==> src/rtl/present_pkg.sv <==
// Shared PRESENT definitions: widths, the 4-bit S-box and the key-schedule state encoding.
// Used by the key schedule, the round datapath and the decryption key scheduler.
package present_pkg;

    localparam int KEY_W = 80;
    localparam int RK_W  = 64;
    localparam int N_RK  = 32;
    localparam int RND_W = 6;

    typedef enum logic {
        IDLE = 1'b0,
        RUN  = 1'b1
    } state_t;

    localparam logic [3:0] SBOX [16] = '{
        4'hC, 4'h5, 4'h6, 4'hB, 4'h9, 4'h0, 4'hA, 4'hD,
        4'h3, 4'hE, 4'hF, 4'h8, 4'h4, 4'h7, 4'h1, 4'h2
    };

    function automatic logic [3:0] sbox4(input logic [3:0] x);
        return SBOX[x];
    endfunction

endpackage

==> src/rtl/present80_key_update.sv <==
// One PRESENT-80 key-register update step: rotate left 61, S-box the top nibble,
// XOR the round counter into bits [19:15]. Purely combinational.
module present80_key_update
    import present_pkg::*;
(
    input  logic [KEY_W-1:0] key,
    input  logic [4:0]       rc,
    output logic [KEY_W-1:0] key_next
);

    // NOTE: combinational logic uses blocking '=' so each step sees the previous one;
    // clocked state elsewhere uses '<=' so all flops update from the same pre-edge values.
    always_comb begin
        key_next          = {key[18:0], key[79:19]};
        key_next[79:76]   = sbox4(key_next[79:76]);
        key_next[19:15]   = key_next[19:15] ^ rc;
    end

endmodule

==> src/rtl/present80_key_sched.sv <==
// Iterative PRESENT-80 key schedule: loads a user key and streams round keys K1..K32
// over a valid/ready handshake, advancing the key register once per accepted key.
module present80_key_sched
    import present_pkg::*;
(
    input  logic             clk,
    input  logic             rst,
    input  logic             start,
    input  logic [KEY_W-1:0] key_in,
    output logic             rk_valid,
    input  logic             rk_ready,
    output logic [RK_W-1:0]  round_key,
    output logic [4:0]       round_idx,
    output logic             rk_last,
    output logic             busy,
    output logic             done
);

    localparam logic [RND_W-1:0] RND_FIRST = RND_W'(1);
    localparam logic [RND_W-1:0] RND_LAST  = RND_W'(N_RK);

    state_t             state_q, state_d;
    logic [KEY_W-1:0]   key_state_q, key_state_d;
    logic [RND_W-1:0]   rnd_q, rnd_d;
    logic               rk_valid_q, rk_valid_d;
    logic               done_q, done_d;
    logic [KEY_W-1:0]   key_upd;
    logic               handshake;
    logic               at_last;

    assign handshake = rk_valid_q & rk_ready;
    assign at_last   = (rnd_q == RND_LAST);

    present80_key_update u_key_update (
        .key      (key_state_q),
        .rc       (rnd_q[4:0]),
        .key_next (key_upd)
    );

    // NOTE: every register, key state included, takes a defined reset value; there is no
    // memory array here, so nothing is left unreset.
    always_ff @(posedge clk or posedge rst) begin
        if (rst) begin
            state_q <= IDLE;
        end else begin
            state_q <= state_d;
        end
    end

    always_comb begin
        state_d = state_q;
        unique case (state_q)
            IDLE: if (start)                state_d = RUN;
            RUN:  if (handshake && at_last) state_d = IDLE;
            default:                        state_d = IDLE;
        endcase
    end

    // NOTE: every variable gets a hold/default value first so no path leaves it
    // unassigned, which would otherwise infer a latch.
    always_comb begin
        key_state_d = key_state_q;
        rnd_d       = rnd_q;
        rk_valid_d  = rk_valid_q;
        done_d      = 1'b0;
        unique case (state_q)
            IDLE: begin
                if (start) begin
                    key_state_d = key_in;
                    rnd_d       = RND_FIRST;
                    rk_valid_d  = 1'b1;
                end
            end
            RUN: begin
                if (handshake) begin
                    if (at_last) begin
                        rk_valid_d = 1'b0;
                        done_d     = 1'b1;
                    end else begin
                        key_state_d = key_upd;
                        rnd_d       = rnd_q + RND_W'(1);
                    end
                end
            end
            default: ;
        endcase
    end

    always_ff @(posedge clk or posedge rst) begin
        if (rst) begin
            key_state_q <= '0;
            rnd_q       <= RND_FIRST;
            rk_valid_q  <= 1'b0;
            done_q      <= 1'b0;
        end else begin
            key_state_q <= key_state_d;
            rnd_q       <= rnd_d;
            rk_valid_q  <= rk_valid_d;
            done_q      <= done_d;
        end
    end

    // The round key comes straight from the key register, never from key_in or rk_ready.
    always_comb begin
        busy      = (state_q == RUN);
        rk_valid  = rk_valid_q;
        round_key = key_state_q[KEY_W-1:KEY_W-RK_W];
        round_idx = rnd_q[4:0] - 5'd1;
        rk_last   = at_last & rk_valid_q;
        done      = done_q;
    end

endmodule

==> config.mk <==
export PLATFORM = sky130hd
export DESIGN_NAME = present80_key_sched
export DESIGN_NICKNAME = d
export VERILOG_FILES = /design/src/rtl/present_pkg.sv /design/src/rtl/present80_key_update.sv /design/src/rtl/present80_key_sched.sv
export SDC_FILE = /design/constraint.sdc
export NUM_CORES = 1
export LEC_CHECK = 0
export BUFFER_PORTS_ARGS = -buffer_cell sky130_fd_sc_hd__buf_2
export CELL_PAD_IN_SITES_DETAIL_PLACEMENT = 1
export CELL_PAD_IN_SITES_GLOBAL_PLACEMENT = 1
export CORE_MARGIN = 5
export CORE_UTILIZATION = 42
export DETAILED_ROUTE_END_ITERATION = 10
export GPL_ROUTABILITY_DRIVEN = 0
export HOLD_SLACK_MARGIN = 0.1
export PLACE_DENSITY = 0.85
export SETUP_SLACK_MARGIN = 0.15
export SLEW_MARGIN = 20
export SYNTH_ARGS = -nofsm -noshare
export SYNTH_HDL_FRONTEND = slang
export SYNTH_SLANG_ARGS = --single-unit
==> constraint.sdc <==
create_clock -name clk -period 4.95 [get_ports clk]
set_input_delay 0.7425 -clock clk [delete_from_list [all_inputs] [get_ports clk]]
set_output_delay 0.7425 -clock clk [all_outputs]
set_load 0.05 [all_outputs]
==> Word level (Yosys, flattened, before mapping) <==
Memory sizes are Yosys's and may differ from the RTL's.
Cells that the tools add are included.
{ "word_totals": {"register_bits": 89, "mem_bits_ro": 64, "output_inout_bits": 73, "memories": 1} }
{ "memory_table": {"columns": ["memory", "words", "word_bits", "read_ports", "rd_ports_with_merged_regs", "write_ports", "line_no", "rtl"], "rows": [
  ["(name not given)", 16, 4, 1, 0, 0, "present_pkg.sv:21", "return SBOX[x];"]
]} }
{ "op_classes": {"add_sub_neg": 2, "n_lt_le_gt_ge": 1, "eq_ne": 5, "muxes": 20, "bitwise": 5, "reduce_logical": 3} }
{ "op_table": {"columns": ["op", "n"], "rows": [
  ["80-bit 2-to-1 mux", 3],
  ["80-bit case mux with 2 select lines", 1],
  ["6-bit 2-to-1 mux", 3],
  ["6-bit case mux with 2 select lines", 1],
  ["1-bit 2-to-1 mux", 8],
  ["4-bit 2-to-1 mux", 2],
  ["6-bit by 1-bit adder with 6-bit output, second input constant", 1],
  ["6-bit equality test, second input constant", 1],
  ["3-bit AND reduction", 2],
  ["5-bit greater-or-equal comparator, second input constant", 1],
  ["4-bit NOT with 5-bit output", 1],
  ["5-bit by 1-bit subtractor with 5-bit output, second input constant", 1],
  ["5-bit XOR", 1],
  ["2-bit by 1-bit != test with 1-bit output, second input constant", 2],
  ["2-bit != test, second input constant", 2],
  ["1-bit case mux with 2 select lines", 2],
  ["1-bit bitwise AND", 2],
  ["1-bit logical AND", 1],
  ["1-bit NOT", 1]
]} }

==> Longest topological paths before layout <==
{ "depth": {"word_depth": 7, "depth_mapped": 8, "ltp_nobuf": 6} }

==> Modules after synthesis <==
Synthesis repeated with hierarchy kept, for this count alone.
{ "unflattened": {"hier_cells": 473, "area_unflattened_um2": 5720.5} }
{ "modules_own_cells": {"columns": ["module", "instances", "cells_per_inst", "area_per_inst_um2", "seq_area_each_um2"], "rows": [
  ["present80_key_sched", 1, 379, 4958.5, 2228.4],
  ["present80_key_update", 1, 94, 762.0, 0.0]
]} }

==> Least setup slack after synthesis <==
Ideal clock, no wire load.
{ "synth_timing": {"path_kind": "reg2out", "startpoint": "register rnd_q[0]", "endpoint": "output round_idx[4]", "arrival_ns": 2.013, "setup_slack_ns": 2.194, "stages_incl_launch_ff": 5, "cell_sequence": "dfstp_2 inv_1 ha_1 nor3b_4 xor2_1"} }
{ "synth_via": {"elab_chain_cells": 1} }
{ "synth_rtl": {"columns": ["element", "line_no", "rtl"], "rows": [
  ["start, declared", "present80_key_sched.sv:24", "logic [RND_W-1:0] rnd_q, rnd_d;"],
  ["start signal, assigned", "present80_key_sched.sv:97", "rnd_q <= rnd_d;"],
  ["5-bit by 1-bit subtractor with 5-bit output", "present80_key_sched.sv:108", "round_idx = rnd_q[4:0] - 5'd1;"],
  ["end, declared", "present80_key_sched.sv:13", "output logic [4:0] round_idx,"]
]} }
Every way passes these cells.

==> Worst setup path after layout <==
{ "layout_timing": {"startpoint": "register rnd_q[0]", "endpoint": "register key_state_q[13]"} }
{ "layout_via": {"elab_chain_cells": 3} }
{ "layout_rtl": {"columns": ["element", "line_no", "rtl"], "rows": [
  ["6-bit equality test", "present80_key_sched.sv:32", "assign at_last = (rnd_q == RND_LAST);"],
  ["2-bit != test (no source line)", null, null],
  ["3-bit AND reduction (no source line)", null, null],
  ["end signal, assigned", "present80_key_sched.sv:96", "key_state_q <= key_state_d;"],
  ["end, declared", "present80_key_sched.sv:23", "logic [KEY_W-1:0] key_state_q, key_state_d;"]
]} }
Every way passes these cells.
A chain may end at the register's enable or synchronous reset.

==> metrics <==
status completed; Leak Pwr 0.00321 µW; die width 119 µm; Final TNS setup 0 ns; ys flop type dfrtp_1; fin. max-slew vios 0; FP Rows 39; most common cell in the netlist dfrtp_1; NumNets Final 665; DRT iter0 DRCs 301; first-pass GRT wire length 23.9 mm; clock root buffer clkbuf_16; Port-buffer cells 156; Slowest-stage cell, CP and2_2; gate count of the mapped netlist 506; pwr/cell area 723 nW/µm²; worst min path class input pin to asynchronous set/reset pin; Async SR Flop Fraction 100%; Worst Max-Slew Pin Slew 0.976 ns; Post-CTS Hold Buffers 0; Worst-path clk slew 0.06 ns; number of fill cells in the layout 1336; worst vdd ir 0.221 mV; Avg WL per Cell 20.7 µm; Startpoint Class flop; drt via density 5.45; WS Path Type flop to flop; clock tree buffer depth 2; Detailed Routing Iterations Pass 1 4; R2R cell count 7; pre-CTS WS 2.30 ns; fin crit share 53.8%; Worst path max stage delay 0.64 ns; CP Cell Sequence inv_1 -> ha_1 -> nor3b_4 -> a21o_2 -> and2_2 -> buf_4 -> o21ai_1; initial antenna violation count 3; CTS Sinks 89; R2R Path Start rnd_q[0]; DR vias 3954; Initial Util 43.2%; relative slew slack 34.9%; worst skew pair latency 0.33 ns; global route overflow 0; sequential share of the synthesized area 44.6%; Syn Area/Cell 9.88 µm²; R2R setup slack 2.29 ns; CTS buffer count 9; dominant cells by area after synthesis dfrtp_1 44%, mux2i_1 14%, buf_4 11%, nand3_1 8.2%, o21ai_1 7.8%; CTS tree built; unrepaired setup endpoints after global routing no; share of cells above drive strength 1 32.1%; endpoints failing setup 0; Synth Warn # 0; Post-CTS Setup Inserts 0; Netlist cell types 36; GRT Total Usage 21.2%; clock skew 0.00479 ns; Die ar. 14200 µm²; pin count of the biggest net entering global routing 83; dpl hpwl 10.8 mm; Yosys reg bits 89; synthesized net count 597; critical path fanouts, max 46; DRC Markers 0; critical path arrival 2.86 ns; Synth-to-Final Area Change 12.9%; Post-synth EDFFs 0; Die Height 119 µm; CTS H-tree lvls 3; Synth top area share 44.1%; synthesized cell area 5000 µm²; Tmin final 2.66 ns; max-cap viol count 0; area leader, netlist dfrtp_1; Critical Path RT 5.14 ns; Resize count post-CTS 0; hold violation count in the final report 0; Hold Slack 0.507 ns; CORE AREA 11600 µm²; drt total wl 15.0 mm; final worst setup slack 2.29 ns; max frequency 376 MHz; I/O pin cnt 157; reg2reg end key_state_q[13]; crit end category flop; Routed Antenna Nets 0; Post-synth top cells 88 x dfrtp_1, 82 x nand3_1, 78 x o21ai_1; vias in the first global route 4294
-- cell usage in the layout (no fill, tap or decap), drive strengths merged --
master     n
a211o      1
a21o       1
a21oi      5
a22o       3
a22oi      1
and2       1
buf      161
bufinv     1
clkbuf    14
clkinv     2
dfrtp     88
dfstp      1
diode      3
ha         7
inv       10
mux2       2
mux2i     72
mux4       2
nand2      9
nand2b     1
nand3     82
nor2       9
nor2b      1
nor3       1
nor3b      2
o211a      1
o21ai     86
o22ai      1
o2bb2ai    1
o31ai      2
xnor2      7
xor2       4
-- report_power, final --
| part | leakage (µW) | total, µW | switching [µW] | internal (µW) |
|---|---|---|---|---|
| logic | 0.00190 | 2030 | 1470 | 559 |
| clock network | 0.000153 | 708 | 276 | 433 |
| registers | 0.00116 | 1350 | 323 | 1020 |
| total | 0.00321 | 4080 | 2070 | 2010 |
-- critical path, delay by kind of cell, from the launching register on --
family / cells / cell delay [ns]
AOI/OAI and AO/OA: 2 / 0.33
adders and majority gates: 1 / 0.20
buffers and inverters: 2 / 0.68
DFF: 1 / 0.40
and+or+nand+nor: 2 / 0.90
-- metrics by stage --
stage                     instance area [µm²]  total power, µW  instances  util [%]
after floorplan                          5000             3110        506         -
after global placement                   5330             3310        706      46.1
after detailed placement                 5330             3380        706      46.1
after CTS                                5640             4110        722      48.7
after global routing                     5640             4300        725      48.8
final                                    5640             4080        725      48.8
-- layer usage --
metal	GRT usage, %	vias to the layer above	share of wire [%]
li1	-	1840	-
met1	28.0	1969	43
met2	34.0	121	49
met3	4.45	24	6.0
met4	8.33	0	2.2
met5	0	-	0
-- area by class of cell --
| cell class | instances | area, µm² | share of cell area, % |
|---|---|---|---|
| antenna | 3 | 7.51 | 0.133 |
| clock buffer | 14 | 274 | 4.86 |
| clock inverter | 2 | 35.0 | 0.621 |
| inverter | 11 | 42.5 | 0.754 |
| multi-input combinational | 302 | 2050 | 36.4 |
| sequential | 89 | 2230 | 39.6 |
| tap | 143 | 179 | 3.17 |
| timing repair buffer | 161 | 818 | 14.5 |
-- how the worst max path moves through the flow --
stage                  start              end  slack, ns  depth (start not counted)
global placement    rnd_q[1]         rnd_q[4]       2.38                          7
global route        rnd_q[0]  key_state_q[71]       2.09                          7
detailed placement  rnd_q[0]   key_state_q[7]       2.30                          7
finish              rnd_q[0]  key_state_q[13]       2.29                          7
CTS                 rnd_q[0]  key_state_q[13]       2.28                          7
floorplan                rst             busy       1.90                          1
-- flip-flops by register name (all words and copies together), names as in the netlist --
signal,count
key_state_q,80
rnd_q,6
busy,1
done,1
rk_valid,1
-- cell families (layout without fill, tap and decap cells) --
| kind of cell | after synthesis | in the layout | synth area share [%] |
|---|---|---|---|
| AND/OR/NAND/NOR | 106 | 106 | 10.6 |
| other | 0 | 3 | 0 |
| XOR/XNOR | 11 | 11 | 1.93 |
| multiplexers | 76 | 76 | 15.8 |
| flip-flops | 89 | 89 | 44.6 |
| AO/OA/AOI/OAI | 102 | 102 | 10.9 |
| adder cells (fa/ha/maj) | 7 | 7 | 1.75 |
| buffers and inverters | 115 | 188 | 14.4 |
Note: power is estimated with default switching activity, not from simulation.
